[src/rtl/pipe_pkg.sv]
// Types and constants shared by the pipeline stages: writeback source select,
// load funct3 encodings and the writeback-stage state encoding.
package pipe_pkg;

  typedef enum logic [1:0] {
    WB_ALU  = 2'd0,
    WB_LOAD = 2'd1,
    WB_PC4  = 2'd2,
    WB_NONE = 2'd3
  } wb_sel_e;

  localparam logic [2:0] F3_LB  = 3'd0;
  localparam logic [2:0] F3_LH  = 3'd1;
  localparam logic [2:0] F3_LW  = 3'd2;
  localparam logic [2:0] F3_LBU = 3'd4;
  localparam logic [2:0] F3_LHU = 3'd5;

  typedef enum logic [1:0] {
    StEmpty    = 2'd0,
    StWrite    = 2'd1,
    StWaitLoad = 2'd2,
    StLoadDone = 2'd3
  } wb_state_e;

endpackage

[src/rtl/load_align.sv]
// Combinational load formatter: picks the byte/halfword addressed by the offset
// out of the aligned memory word and sign- or zero-extends it.
module load_align
  import pipe_pkg::*;
#(
  parameter int unsigned XLEN = 32
) (
  input  logic [2:0]      funct3_i,
  input  logic [1:0]      offset_i,
  input  logic [XLEN-1:0] rdata_i,
  output logic [XLEN-1:0] data_o
);

  logic [7:0]  byte_sel;
  logic [15:0] half_sel;

  always_comb begin
    unique case (offset_i)
      2'd0:    byte_sel = rdata_i[7:0];
      2'd1:    byte_sel = rdata_i[15:8];
      2'd2:    byte_sel = rdata_i[23:16];
      default: byte_sel = rdata_i[31:24];
    endcase
    half_sel = offset_i[1] ? rdata_i[31:16] : rdata_i[15:0];
  end

  // Any encoding outside the five loads is treated as a full-word load.
  always_comb begin
    case (funct3_i)
      F3_LB:   data_o = {{(XLEN-8){byte_sel[7]}}, byte_sel};
      F3_LBU:  data_o = {{(XLEN-8){1'b0}}, byte_sel};
      F3_LH:   data_o = {{(XLEN-16){half_sel[15]}}, half_sel};
      F3_LHU:  data_o = {{(XLEN-16){1'b0}}, half_sel};
      default: data_o = rdata_i;
    endcase
  end

endmodule

[src/rtl/writeback_stage.sv]
// MEM/WB stage: holds one retiring instruction, waits for load data, and drives
// the register file write port plus forwarding, pending-load and instret info.
module writeback_stage
  import pipe_pkg::*;
#(
  parameter int unsigned XLEN  = 32,
  parameter int unsigned CNT_W = 32
) (
  input  logic             clk,
  input  logic             rst,
  input  logic             in_valid,
  output logic             in_ready,
  input  logic [4:0]       in_rd,
  input  logic [1:0]       in_wb_sel,
  input  logic [XLEN-1:0]  in_alu,
  input  logic [XLEN-1:0]  in_pc4,
  input  logic [2:0]       in_ld_f3,
  input  logic             dmem_rvalid,
  input  logic [XLEN-1:0]  dmem_rdata,
  output logic             reg_we,
  output logic [4:0]       reg_waddr,
  output logic [XLEN-1:0]  reg_wdata,
  output logic             fwd_valid,
  output logic [4:0]       fwd_rd,
  output logic [XLEN-1:0]  fwd_data,
  output logic             ld_pend,
  output logic [4:0]       ld_pend_rd,
  output logic [CNT_W-1:0] instret
);

  wb_state_e        state_q;
  wb_sel_e          wb_sel_q;
  logic [4:0]       rd_q;
  logic [2:0]       f3_q;
  logic [1:0]       off_q;
  logic [XLEN-1:0]  data_q;
  logic [CNT_W-1:0] instret_q;
  logic [XLEN-1:0]  ld_data;
  wb_sel_e          in_sel;
  logic             retiring;

  assign in_sel   = wb_sel_e'(in_wb_sel);
  assign in_ready = (state_q != StWaitLoad);
  assign retiring = (state_q == StWrite) || (state_q == StLoadDone);

  load_align #(
    .XLEN(XLEN)
  ) u_load_align (
    .funct3_i(f3_q),
    .offset_i(off_q),
    .rdata_i (dmem_rdata),
    .data_o  (ld_data)
  );

  always_ff @(posedge clk or posedge rst) begin
    if (rst) begin
      state_q   <= StEmpty;
      wb_sel_q  <= WB_NONE;
      rd_q      <= '0;
      f3_q      <= '0;
      off_q     <= '0;
      data_q    <= '0;
      instret_q <= '0;
    end else begin
      // Each WRITE/LOAD_DONE cycle retires exactly one instruction.
      if (retiring) instret_q <= instret_q + CNT_W'(1);
      if (state_q == StWaitLoad) begin
        if (dmem_rvalid) begin
          data_q  <= ld_data;
          state_q <= StLoadDone;
        end
      end else if (in_valid) begin
        rd_q     <= in_rd;
        wb_sel_q <= in_sel;
        if (in_sel == WB_LOAD) begin
          f3_q    <= in_ld_f3;
          off_q   <= in_alu[1:0];
          state_q <= StWaitLoad;
        end else begin
          data_q  <= (in_sel == WB_PC4) ? in_pc4 : in_alu;
          state_q <= StWrite;
        end
      end else begin
        state_q <= StEmpty;
      end
    end
  end

  assign reg_we     = retiring && (rd_q != 5'd0) && (wb_sel_q != WB_NONE);
  assign reg_waddr  = rd_q;
  assign reg_wdata  = data_q;
  assign fwd_valid  = reg_we;
  assign fwd_rd     = reg_waddr;
  assign fwd_data   = reg_wdata;
  assign ld_pend    = (state_q == StWaitLoad);
  assign ld_pend_rd = rd_q;
  assign instret    = instret_q;

endmodule

[config.mk]
export PLATFORM = sky130hd
export DESIGN_NAME = writeback_stage
export DESIGN_NICKNAME = d
export VERILOG_FILES = /design/src/rtl/pipe_pkg.sv /design/src/rtl/load_align.sv /design/src/rtl/writeback_stage.sv
export SDC_FILE = /design/constraint.sdc
export NUM_CORES = 1
export LEC_CHECK = 0
export BUFFER_PORTS_ARGS = -buffer_cell sky130_fd_sc_hd__buf_2
export CORE_MARGIN = 4
export CORE_UTILIZATION = 45
export CTS_BUF_LIST = sky130_fd_sc_hd__clkbuf_8
export DETAILED_ROUTE_END_ITERATION = 8
export GPL_TIMING_DRIVEN = 0
export HOLD_SLACK_MARGIN = 0.03
export PLACE_DENSITY = 0.78
export SKIP_CTS_REPAIR_TIMING = 1
export SLEW_MARGIN = 20
export SYNTH_ARGS = -nofsm -noshare
export SYNTH_HDL_FRONTEND = slang
export SYNTH_SLANG_ARGS = --single-unit
[constraint.sdc]
create_clock -name clk -period 5.2 [get_ports clk]
set_clock_uncertainty 0.2 [all_clocks]
set_input_delay 1.56 -clock clk [delete_from_list [all_inputs] [get_ports clk]]
set_output_delay 1.56 -clock clk [all_outputs]
set_load 0.02 [all_outputs]
## Yosys cells after proc, flatten, opt, wreduce, memory -nomap -nowiden

Index checks and enable logic that the tools add are counted.

| operators by class | value |
|---|---|
| add/sub/neg operators | 1 |
| equal/unequal tests | 14 |
| mux-type cells | 12 |
| bitwise operators | 1 |
| reductions and logical operators | 10 |

Operators with widths:

| kind | number |
|---|---|
| 32-bit 2-to-1 mux | 5 |
| 32-bit one-hot mux with 4 select lines | 1 |
| 32-bit by 1-bit adder with 32-bit output, second input constant | 1 |
| 8-bit one-hot mux with 3 select lines | 1 |
| 16-bit 2-to-1 mux | 1 |
| 2-bit equality test, second input constant | 4 |
| 2-bit 2-to-1 mux | 4 |
| 2-bit inequality test, second input constant | 4 |
| 2-bit by 1-bit equality test with 1-bit output, second input constant | 3 |
| 3-bit equality test, second input constant | 2 |
| 3-bit AND reduction | 2 |
| 5-bit nonzero test | 1 |
| 3-bit by 1-bit equality test with 1-bit output, second input constant | 1 |
| 3-bit logical NOT | 1 |
| 1-bit logical AND | 2 |
| 2-bit logical NOT | 1 |
| 2-bit AND reduction | 1 |
| 2-bit nonzero test | 1 |
| 1-bit logical OR | 1 |
| 1-bit NOT | 1 |

| storage, ports and cells | value |
|---|---|
| flip-flop bits (word level) | 78 |

## Logic depth before layout (Yosys ltp)

| logic depth | value |
|---|---|
| depth after elaboration | 5 |
| gate-level depth with buffers | 10 |
| depth with buffers taken out | 6 |

## Cells and area by module

A second synthesis with hierarchy kept.

| unflattened totals | value |
|---|---|
| cell total of the unflattened synthesis | 514 |
| area, all modules | 5232.5 sq um |

Modules (own cells, without submodules):

| module | times used | cells an instance | area an instance (sq um) |
|---|---|---|---|
| writeback_stage | 1 | 381 | 4262.8 |
| load_align | 1 | 133 | 969.7 |

## Worst setup path before layout

Ideal clock, no wire load.

| timing | value |
|---|---|
| path type | input-to-reg |
| start point | in in_wb_sel[1] |
| end point | reg data_q[8], in the netlist fwd_data[8] |
| setup time | 0.124 ns |
| arrival time | 2.681 ns |
| path slack | 2.195 ns |
| cell stages on the path | 6 |
| buffers on the path | 2 |
| cell sequence | nor2b_1 -> clkbuf_1 -> clkbuf_1 -> mux2i_1 -> nor3_1 -> a211o_1 |

| between the ends | value |
|---|---|
| cells in the longest elaborated chain, start to end | 5 |

RTL lines:

| what | line | text |
|---|---|---|
| start, declared | writeback_stage.sv:14 | `input logic [1:0] in_wb_sel,` |
| 2-bit equality test | writeback_stage.sv:80 | `data_q <= (in_sel == WB_PC4) ? in_pc4 : in_alu;` |
| 32-bit 2-to-1 mux | writeback_stage.sv:80 |  |
| 32-bit 2-to-1 mux | writeback_stage.sv:75 | `if (in_sel == WB_LOAD) begin` |
| 32-bit 2-to-1 mux | writeback_stage.sv:72 | `end else if (in_valid) begin` |
| 32-bit 2-to-1 mux | writeback_stage.sv:67 | `if (state_q == StWaitLoad) begin` |
| end signal, assigned | writeback_stage.sv:69 | `data_q <= ld_data;` |
| end signal, assigned | writeback_stage.sv:80 |  |
| end, declared | writeback_stage.sv:36 | `logic [XLEN-1:0] data_q;` |

Several ways; a longest one is shown, not always the timed one. The select of a mux whose other input is x is not followed.
A chain may end at the register's enable or synchronous reset.

## Worst setup path in the final report

| timing | value |
|---|---|
| start point | reg state_q[0] |
| end point | out ld_pend |

| between the ends | value |
|---|---|
| cells in the longest elaborated chain, start to end | 1 |

RTL lines:

| what | line | text |
|---|---|---|
| start, declared | writeback_stage.sv:31 | `wb_state_e state_q;` |
| start signal, assigned | writeback_stage.sv:57 | `state_q <= StEmpty;` |
| start signal, assigned | writeback_stage.sv:70 | `state_q <= StLoadDone;` |
| start signal, assigned | writeback_stage.sv:78 | `state_q <= StWaitLoad;` |
| 2-bit equality test | writeback_stage.sv:95 | `assign ld_pend = (state_q == StWaitLoad);` |
| end, declared | writeback_stage.sv:26 | `output logic ld_pend,` |

No other way between the ends.

==> key figures <==
Logic synthesis
  – Post-synth top area cell: dfrtp_1
  – Synth Cell Area: 4670 µm²
  – Asr flop ratio synth: 100%
  – Post-synth EDFFs: 0
  – Avg Inst Size Synth: 9.92 µm²
  – Register area share after synthesis: 41.8%
  – Yosys reg bits: 78
  – Synth warn: 0
  – Synth Instances: 471
  – Library cells used by synthesis: 37
  – Top cell type's share of synthesized area: 40.7%
  – Syn Nets: 582
  – Area contributors post-synth: dfrtp_1 41%, buf_4 7.1%, mux2i_1 5.4%
  – Synth Flop Type: dfrtp_1

Die
  – Number of cell rows: 36
  – I/O pins: 225
  – CORE AREA: 9950 µm²
  – Die H: 110 µm
  – Initial core utilization: 46.9%
  – Chip width: 110 µm
  – Die area: 12100 µm²

CTS
  – H-tree depth reported by CTS: 3
  – Clock latency on the worst-skew pair: 0.35 ns
  – CTS tree: built
  – Cts bufs inserted: 9
  – Clk root buf: clkbuf_8
  – # clock sinks: 78
  – Clock-pin slew on the worst setup and hold paths: 0.09 ns
  – Clock Tree Buf Depth: 2

Global routing
  – Gr ovfl total: 0
  – GR Util All Layers: 24.3%
  – First-pass GRT wire length: 22.6 mm
  – Initial antenna violation count: 0
  – Vias in the first global route: 4475
  – Largest net degree at the start of global routing: 42

Routing
  – Remaining DRCs: 0
  – Post-route ant nets: 0
  – Via count: 4571
  – Vias per cell: 5.41
  – Wire per inst: 17.7 µm
  – 1st-iter DRT viols: 188
  – DR pass1 iterations: 4
  – Final WL: 14.9 mm

Timing
  – Max-Slew Margin vs Limit: 46.9%
  – Achievable Freq: 0.269 GHz
  – Fin crit share: 71.4%
  – Final Hold Viols: 0
  – Worst-margin pin slew: 0.788 ns
  – Period minus WS final: 3.71 ns
  – Max-slew violations: 0
  – RSZ-0062 raised after global routing: no
  – Endpoints failing setup: 0
  – Min Hold Slack: 0.268 ns
  – Setup TNS Final: 0 ns

Cells and area
  – Share of cells above drive strength 1: 45.6%
  – Antenna cells: 0
  – Area growth, synth to finish: 32.2%
  – Filler cell count: 887
  – Area of the multi-input gates: 2170 µm²
  – Fin cells: 845
  – Post-layout util: 62.0%
  – Nets@finish: 818
  – FF+latch area: 1950 µm²

Worst setup path
  – Startpoint Class: flip-flop
  – CP Max Fanout: 10
  – FF-to-FF End: fwd_data[16]
  – Crit path to: ld_pend
  – R2R setup slack: 2.96 ns
  – Slowest cell on crit path: clkbuf_1
  – R2R Path Start: off_q[1]
  – Endpoint type of the worst setup path: output pin
  – Critical path required time: 3.44 ns
  – Max incr delay on CP: 0.40 ns
  – Setup crit start: state_q[0]
  – CP Cell Sequence: buf_4 -> nand2b_1 -> buf_6 -> inv_4 -> clkbuf_1 -> buf_2
  – R2R cell count: 6
  – Kind of critical path: reg -> out
  – CP arrival: 1.95 ns

Status
  – Status: complete, no violations

Power and ir drop
  – Pleak: 3.21 nW
  – PD cells: 407 nW/µm²
  – Worst-case vdd ir drop: 263 µV

Placed design
  – Dpl hpwl: 11.9 mm
  – Gpl congestion: 0.925
  – # port buffers: 224
  – Dpl cells: 829

Job
  – Max Cap Viol: 0

Min path
  – Worst Hold Class: reg -> reg
## routing by layer
metal	routed length, µm	up-vias	GRT usage, %	share of wire, %
li1	-	2131	-	-
met1	5890	2183	30.9	39
met2	7440	224	40.3	50
met3	1190	33	4.99	8.0
met4	434	0	9.44	2.9
met5	0	-	0	0
## cells in the mapped netlist (all sizes together), types with 2 or more instances
cell	n
dfrtp	76
buf	56
nand2	51
xnor2	27
mux2i	25
mux2	21
clkbuf	19
a22o	18
a31oi	18
a221o	17
inv	17
a21oi	14
nand3	13
nor2	13
nand4	12
nand2b	10
nor3	9
o221ai	8
a211o	7
a221oi	7
nor2b	7
and4	6
and3	5
xor2	4
and2	2
dfstp	2
nor4	2
## power breakdown
part	internal (mW)	leakage (nW)	switching, mW
combinational	0.512	2.13	0.691
sequential	0.739	0.987	0.127
clock	0.203	0.0922	0.238
total	1.45	3.21	1.06
## how the worst min path moves through the flow
stage	to	depth (start not counted)	slack, ns	startpoint
after global routing	instret[31]	1	0.30	instret[31]
final	instret[31]	1	0.27	instret[31]
after global placement	instret[31]	1	0.25	instret[31]
after CTS	instret[31]	1	0.27	instret[31]
after detailed placement	instret[31]	1	0.26	instret[31]
after floorplan	f3_q[2]	1	0.30	f3_q[2]
## placed cells by master (no fill, tap or decap), drive strengths merged, types with 4 or more instances in the layout
cell and n:
nand4 12, buf 281, xor2 4, nor2 13, a22o 18, o221ai 8
nand2b 10, a211o 7, nand2 51, nor3 9, a31oi 18, nand3 13
nor2b 7, mux2i 25, and4 6, a221o 17, dfrtp 76, and3 5
mux2 21, inv 18, xnor2 27, clkbuf 30, a21oi 14, a221oi 7
## sequential cells by signal, indices dropped and copies added, names as in the netlist
signal,count
f3_q,3
fwd_data,32
fwd_rd,5
instret,32
off_q,2
state_q,2
wb_sel_q,2
## cells by family after synthesis
family | after synthesis | synth area share (%)
fa+ha+maj | 1 | 0.268
simple gates | 131 | 13.9
mux | 47 | 10.9
buf+inv | 92 | 11.7
flops | 78 | 41.8
compound gates | 91 | 15.6
xor+xnor | 31 | 5.81
## per-stage QoR
step           setup slack [ns]  instance area (µm²)  power (mW)
4_1_cts                    1.50                 6170        2.52
2_1_floorplan              1.45                 4670        1.68
5_1_grt                    1.39                 6170        2.66
3_5_place_dp               1.64                 5980        2.08
3_3_place_gp              0.562                 5960        2.05
6_report                   1.49                 6170        2.51
## cell type report
cell class              count  share of cell area (%)
multi-input cells         301                    35.1
clock inverters             5                   0.669
flip-flops and latches     78                    31.7
repair buffers            225                    18.5
plain buffers              75                    7.78
clock buffers              11                    2.45
well taps                 133                    2.70
inverters                  17                    1.11
## worst max-delay path: cells and delay by family, from the launching register on
family                 cells  cell delay, ns
buffers and inverters      5            1.08
flip-flops                 1            0.36
AND/OR/NAND/NOR            1            0.16
Power figures use the tool's default switching activity.
